## src/rtl/phy_dlyset_gen.sv

```systemverilog
// -----------------------------------------------------------------------------
// phy_dlyset_gen
//   Programs the RGMII RXC 2ns-enable (ext reg 0xA001 bit 8) and the RXC delay
//   select (ext reg 0xA003 bits [13:10]) on up to N_PHY PHYs through an
//   APB-style MDIO master. Each enabled channel is written with a
//   read-modify-write sequence and then read back. A channel that fails the
//   read-back is reprogrammed up to MAX_RETRY times before it is flagged in
//   err_mask.
//
// Ports
//   clk, rst        system clock, asynchronous active-high reset
//   set_ena         start pulse, accepted only while idle
//   set_chmask      per-channel program enable
//   set_rxcdlyena   per-channel 2ns enable value
//   set_rxcdlysel   per-channel 4-bit delay select, ch0 in [3:0]
//   psel/pwrite/paddr/pwdata  request to the MDIO master
//   prdata/pready   response from the MDIO master
//   busy, done      run in progress / 1-cycle end-of-run pulse
//   err_mask        channels that failed verification after all retries
//   dbg_rdback(_trg) last read data / 1-cycle pulse per completed read
// -----------------------------------------------------------------------------
module phy_dlyset_gen #(
  parameter int                   N_PHY     = 9,
  parameter logic [5*N_PHY-1:0]   PHYADDR   = {N_PHY{5'b00001}},
  parameter logic [4*N_PHY-1:0]   BUSSEL    = {N_PHY{4'd0}},
  parameter int                   MAX_RETRY = 2
) (
  input  logic                 clk,
  input  logic                 rst,
  input  logic                 set_ena,
  input  logic [N_PHY-1:0]     set_chmask,
  input  logic [N_PHY-1:0]     set_rxcdlyena,
  input  logic [4*N_PHY-1:0]   set_rxcdlysel,
  output logic                 psel,
  output logic                 pwrite,
  output logic [15:0]          paddr,
  output logic [15:0]          pwdata,
  input  logic [15:0]          prdata,
  input  logic                 pready,
  output logic                 busy,
  output logic                 done,
  output logic [N_PHY-1:0]     err_mask,
  output logic [15:0]          dbg_rdback,
  output logic                 dbg_rdback_trg
);

  localparam int          CH_W         = $clog2(N_PHY + 1);
  localparam logic [4:0]  REG_EXT_ADDR = 5'h1E;
  localparam logic [4:0]  REG_EXT_DATA = 5'h1F;
  localparam logic [15:0] EXT_RXC_ENA  = 16'hA001;
  localparam logic [15:0] EXT_RXC_SEL  = 16'hA003;
  localparam logic [3:0]  LAST_STEP    = 4'd11;

  typedef enum logic [2:0] {
    S_IDLE, S_SCAN, S_XFER, S_GAP, S_CHECK, S_DONE
  } state_t;

  state_t              state;
  logic [CH_W-1:0]     ch;
  logic [2:0]          retry;
  logic [3:0]          step;
  logic [N_PHY-1:0]    cfg_mask;
  logic [N_PHY-1:0]    cfg_ena;
  logic [4*N_PHY-1:0]  cfg_sel;
  // Only the bits that are written back or verified are kept.
  logic [14:0]         rd_a;      // {A[15:9], A[7:0]}
  logic [11:0]         rd_b;      // {B[15:14], B[9:0]}
  logic                v1_ena;
  logic [3:0]          v2_sel;

  logic                cur_mask;
  logic                cur_ena;
  logic [3:0]          cur_sel;
  logic [4:0]          cur_phy;
  logic [3:0]          cur_bus;
  logic [N_PHY-1:0]    cur_bit;
  logic [3:0]          nxt_step;
  logic                req_write;
  logic [4:0]          req_reg;
  logic [15:0]         req_data;
  logic [15:0]         req_addr;
  logic                verify_ok;

  // Per-channel selection and the request for the next bus step.
  always_comb begin
    // NOTE: every combinational output gets a default first so that no path
    // leaves it unassigned, which would otherwise infer a latch.
    cur_mask  = 1'b0;
    cur_ena   = 1'b0;
    cur_sel   = '0;
    cur_phy   = '0;
    cur_bus   = '0;
    cur_bit   = '0;
    for (int i = 0; i < N_PHY; i++) begin
      if (ch == CH_W'(i)) begin
        cur_mask   = cfg_mask[i];
        cur_ena    = cfg_ena[i];
        cur_sel    = cfg_sel[4*i +: 4];
        cur_phy    = PHYADDR[5*i +: 5];
        cur_bus    = BUSSEL[4*i +: 4];
        cur_bit[i] = 1'b1;
      end
    end

    // Issues happen from SCAN/CHECK (step 0) or from GAP (following step).
    nxt_step  = (state == S_GAP) ? step + 4'd1 : 4'd0;
    req_write = 1'b1;
    req_reg   = REG_EXT_ADDR;
    req_data  = '0;
    case (nxt_step)
      4'd0, 4'd2, 4'd8:   req_data = EXT_RXC_ENA;
      4'd4, 4'd6, 4'd10:  req_data = EXT_RXC_SEL;
      4'd1, 4'd5, 4'd9, 4'd11: begin
        req_write = 1'b0;
        req_reg   = REG_EXT_DATA;
      end
      4'd3: begin
        req_reg  = REG_EXT_DATA;
        req_data = {rd_a[14:8], cur_ena, rd_a[7:0]};
      end
      4'd7: begin
        req_reg  = REG_EXT_DATA;
        req_data = {rd_b[11:10], cur_sel, rd_b[9:0]};
      end
      default: ;
    endcase
    req_addr  = {cur_bus, cur_phy, 1'b0, req_reg, 1'b0};
    verify_ok = (v1_ena == cur_ena) && (v2_sel == cur_sel);
  end

  always_ff @(posedge clk or posedge rst) begin
    if (rst) begin
      state          <= S_IDLE;
      ch             <= '0;
      retry          <= '0;
      step           <= '0;
      cfg_mask       <= '0;
      cfg_ena        <= '0;
      cfg_sel        <= '0;
      rd_a           <= '0;
      rd_b           <= '0;
      v1_ena         <= 1'b0;
      v2_sel         <= '0;
      psel           <= 1'b0;
      pwrite         <= 1'b0;
      paddr          <= '0;
      pwdata         <= '0;
      busy           <= 1'b0;
      done           <= 1'b0;
      err_mask       <= '0;
      dbg_rdback     <= '0;
      dbg_rdback_trg <= 1'b0;
    end else begin
      // NOTE: state is updated with non-blocking assignments so every
      // register sees pre-edge values regardless of statement order.
      done           <= 1'b0;
      dbg_rdback_trg <= 1'b0;
      case (state)
        S_IDLE: begin
          if (set_ena) begin
            cfg_mask <= set_chmask;
            cfg_ena  <= set_rxcdlyena;
            cfg_sel  <= set_rxcdlysel;
            err_mask <= '0;
            busy     <= 1'b1;
            ch       <= '0;
            state    <= S_SCAN;
          end
        end
        S_SCAN: begin
          if (ch == CH_W'(N_PHY)) begin
            state <= S_DONE;
          end else if (!cur_mask) begin
            ch <= ch + CH_W'(1);
          end else begin
            retry  <= '0;
            step   <= '0;
            psel   <= 1'b1;
            pwrite <= req_write;
            paddr  <= req_addr;
            pwdata <= req_data;
            state  <= S_XFER;
          end
        end
        S_XFER: begin
          if (pready) begin
            psel <= 1'b0;
            if (!pwrite) begin
              dbg_rdback     <= prdata;
              dbg_rdback_trg <= 1'b1;
              case (step)
                4'd1:    rd_a   <= {prdata[15:9], prdata[7:0]};
                4'd5:    rd_b   <= {prdata[15:14], prdata[9:0]};
                4'd9:    v1_ena <= prdata[8];
                4'd11:   v2_sel <= prdata[13:10];
                default: ;
              endcase
            end
            state <= S_GAP;
          end
        end
        S_GAP: begin
          if (step == LAST_STEP) begin
            state <= S_CHECK;
          end else begin
            step   <= nxt_step;
            psel   <= 1'b1;
            pwrite <= req_write;
            paddr  <= req_addr;
            pwdata <= req_data;
            state  <= S_XFER;
          end
        end
        S_CHECK: begin
          if (verify_ok) begin
            ch    <= ch + CH_W'(1);
            state <= S_SCAN;
          end else if (retry < 3'(MAX_RETRY)) begin
            retry  <= retry + 3'd1;
            step   <= '0;
            psel   <= 1'b1;
            pwrite <= req_write;
            paddr  <= req_addr;
            pwdata <= req_data;
            state  <= S_XFER;
          end else begin
            err_mask <= err_mask | cur_bit;
            ch       <= ch + CH_W'(1);
            state    <= S_SCAN;
          end
        end
        S_DONE: begin
          done  <= 1'b1;
          busy  <= 1'b0;
          state <= S_IDLE;
        end
        default: state <= S_IDLE;
      endcase
    end
  end

endmodule

```

## config.mk

```make
export PLATFORM = sky130hd
export DESIGN_NAME = phy_dlyset_gen
export DESIGN_NICKNAME = d
export VERILOG_FILES = /design/src/rtl/phy_dlyset_gen.sv
export SDC_FILE = /design/constraint.sdc
export NUM_CORES = 1
export LEC_CHECK = 0
export ABC_CLOCK_PERIOD_IN_PS = 4100
export BUFFER_PORTS_ARGS = -buffer_cell sky130_fd_sc_hd__buf_4
export CELL_PAD_IN_SITES_DETAIL_PLACEMENT = 0
export CELL_PAD_IN_SITES_GLOBAL_PLACEMENT = 1
export CORE_ASPECT_RATIO = 1.2
export CORE_MARGIN = 4
export CORE_UTILIZATION = 39
export DETAILED_ROUTE_END_ITERATION = 12
export HOLD_SLACK_MARGIN = 0.02
export PLACE_DENSITY = 0.73
export REMOVE_ABC_BUFFERS = 1
export SLEW_MARGIN = 20
export SYNTH_ARGS = -nofsm -noshare
export SYNTH_HDL_FRONTEND = slang
export SYNTH_SLANG_ARGS = --single-unit
```

## constraint.sdc

```tcl
create_clock -name clk -period 4.1 [get_ports clk]
set_input_delay 0.41 -clock clk [delete_from_list [all_inputs] [get_ports clk]]
set_output_delay 0.41 -clock clk [all_outputs]
set_load 0.05 [all_outputs]
```

==> results.md <==
- Status: complete, no violations
- Initial DRT Pass Iterations: 5
- Crit Path Max Fanout: 14
- Mapped Area: slightly above 0.007 mm^2
- Setup Total Neg Slack: 0 ps
- Vias in the first global route: 5753
- DP Cell Count: between 1000 and 1500
- Finish-stage setup viols: 0
- Netlist cell types: 63
- Worst Hold Class: in -> reg
- WP buf/inv: 3
- Die H: approximately 160 um
- Share of cells above drive strength 1: 0.281
- Most common cell after layout, fill and taps aside: nand2_1
- GRT Resource Usage Total: 0.181
- CTS hold repair buffers: 0
- Initial antenna violation count: 0
- Row count: between 50 and 60
- Synthesized instance count: between 700 and 800
- Port-buffer cells: 125
- Detailed Route WL: between 15000 and 20000 um
- Power density cells: 743 mW/mm^2
- #FFs+latches synth: roughly 150
- Slew margin rel.: 0.372
- Largest net degree at the start of global routing: roughly 100
- Core area: about 0.018 mm^2
- CTS resizes: 0
- Post-synth top flop: dfrtp_1
- Die width: 132 um
- Worst Tran Pin Value: approximately 940 ps
- Starting Density: 0.397
- P_leak: approximately 4.3 nW
- CP max stage delay: roughly 470 ps
- Vias/cell: 5.28
- Clock-pin slew of the registers on the worst-case setup and hold paths: roughly 60 ps
- FMAX: about 280 MHz
- Clock Sinks: approximately 150
- Most frequent cells in the layout: nand2_1 (189), dfrtp_1 (149), buf_4 (138), mux2_2 (49), a21oi_1 (26)
- CP required: around 4400 ps
- Minimum hold slack: between 150 and 200 ps
- Mean Syn Cell Area: 10.1 um^2
- Post-CTS Setup Inserts: 0
- RSZ-0062 raised after global routing: false
- Most frequent cell on the critical path: buf_4
- Worst setup SP type: register
- Clk Latency, worst-skew pair: approximately 420 ps
- Maximum clock path buffer count: 2
- DR vias: 5591
- Register area share after synthesis: 0.516
- Final-layout fill cell count: 1697
- Post-DP HPWL: between 10000 and 15000 um
- CTS Buf Count: 17
- IR drop worst, VDD: roughly 0.45 mV
- Dpl ws: ~500 ps
- Area grow syn2layout: 22.8%
- Gpl congestion: 0.885
- Post-route minimum period: 3630 ps
- CTS tree: built
- Critical path, cell by cell: inv_1 -> ha_1 -> buf_4 -> nand2_1 -> a221oi_1 -> a211oi_1 -> o22ai_1 -> mux2i_1 -> a31oi_4 -> a21oi_4 -> buf_4 -> o2bb2ai_1
- Non-filler instance count after layout: approximately 1100
- Die area: between 0.02 and 0.025 mm^2
- YS warnings: 0
- Worst Skew: 9.47 ps
- Max Slew Vio Count: 0
- Final ANT Viol Nets: 0
- Worst path slowest cell: ha_1
- Post-synth ARST share: 1.00
- CP arrival: just under 4000 ps
- CP Class: reg -> reg
- PnR worst setup slack: around 470 ps
- H-Tree Depth: 4
- Avg WL per Cell: 17.2 um
- # diodes: 0
- Final Cycle Share: 0.884
- MaxCap Viol Count: 0
- First-pass GRT wire length: between 30000 and 40000 um
- # IOs: ~140
- CP Capture Type: register
- Crit-path leading delay family: compound AO/OA/AOI/OAI gates
- Post-synth EDFFs: 0
- Hold Violations, Final: 0
- Total global routing overflow: 0
- Nets: 904
- Root Driver: clkbuf_16
- DR iter-0 viols: 278
- Post-route DRC: 0
-- worst paths after layout --
path	start	endpoint	slack [ps]	depth (start not counted)
max	ch[0]	pwdata[11]	470	12
min	set_chmask[7]	cfg_mask[7]	170	3
max reg2reg	ch[0]	pwdata[11]	470	12
min reg2reg	cfg_sel[10]	cfg_sel[10]	490	2
max in group asynchronous	rst	cfg_sel[11]	2960	3
min in group asynchronous	rst	dbg_rdback[3]	190	2
-- final cells by class --
class | count | area (um^2) | area share
Clock inverter | 9 | 95.1 | 0.0107
Clock buffer | 22 | 464 | 0.0523
Multi-Input combinational cell | 499 | 3190 | 0.360
Inverter | 18 | 72.6 | 0.00818
Tap cell | 224 | 280 | 0.0316
Sequential cell | 149 | 3730 | 0.420
Timing Repair Buffer | 138 | 1040 | 0.117
-- sequential cells by signal, indices dropped and copies added (netlist names), 4 cells and up --
| name | cells |
|---|---|
| ch | 4 |
| cfg_mask | 9 |
| step | 4 |
| cfg_sel | 36 |
| cfg_ena | 9 |
| rd_b | 12 |
| v2_sel | 4 |
| err_mask | 9 |
| dbg_rdback | 16 |
| pwdata | 16 |
| rd_a | 15 |
-- logic make-up (layout without fill, tap and decap cells) --
kind of cell / after synthesis / count (layout) / share of synthesized area
AOI/OAI and AO/OA: 122 / 122 / 0.126
xor gates and xnor gates: 2 / 2 / 0.00243
adders and majority gates: 7 / 7 / 0.0121
buffers and inverters: 79 / 187 / 0.0509
DFF: 149 / 149 / 0.516
muxes: 68 / 68 / 0.103
other: 1 / 10 / 0.000519
and+or+nand+nor: 290 / 290 / 0.188
-- stage by stage --
stage	instance area [um^2]	power, mW	util
2_1_floorplan	6960	4.27	-
3_3_place_gp	8310	5.06	0.457
3_5_place_dp	8310	5.12	0.457
4_1_cts	8870	6.65	0.488
5_1_grt	8870	7.01	0.488
6_report	8870	6.59	0.488
-- worst register-to-register path: stages (launching register included) --
cell and delay [ps]:
dfrtp_1 430, inv_1 130, ha_1 470, buf_4 260
nand2_1 60, a221oi_1 280, a211oi_1 90, o22ai_1 260
mux2i_1 460, a31oi_4 210, a21oi_4 470, buf_4 280
o2bb2ai_1 140
-- synthesized netlist by cell type, drive strengths merged (4+ instances only) --
cell	n	area, um^2
nor2	20	75.1
nor3b	6	50.1
nand3b	12	90.1
nor2b	13	81.3
nand2b	6	37.5
o221ai	5	43.8
a32o	9	90.1
a31oi	4	46.3
nand2	189	709
dfrtp	149	3730
buf	29	180
o21ai	24	120
a211oi	8	60.1
and2	5	31.3
ha	7	87.6
clkbuf	32	120
a21oi	27	146
inv	18	67.6
nor3	12	60.1
a21o	5	37.5
mux2	53	597
o2bb2ai	17	149
mux2i	15	150
nand3	5	25.0
-- report_power, final --
group	leakage [nW]	switching, mW	internal, mW	total [mW]
Clock	0.272	0.620	0.872	1.49
Combinational	2.15	1.59	1.03	2.61
Sequential	1.90	0.460	2.02	2.48
-- routing by layer --
metal	part of all wire	GRT usage	vias up
met3	0.059	0.0524	14
li1	-	-	2662
met2	0.49	0.293	177
met4	0.0096	0.0401	0
met1	0.45	0.243	2738
met5	0	0	-
Power figures use the tool's default switching activity.
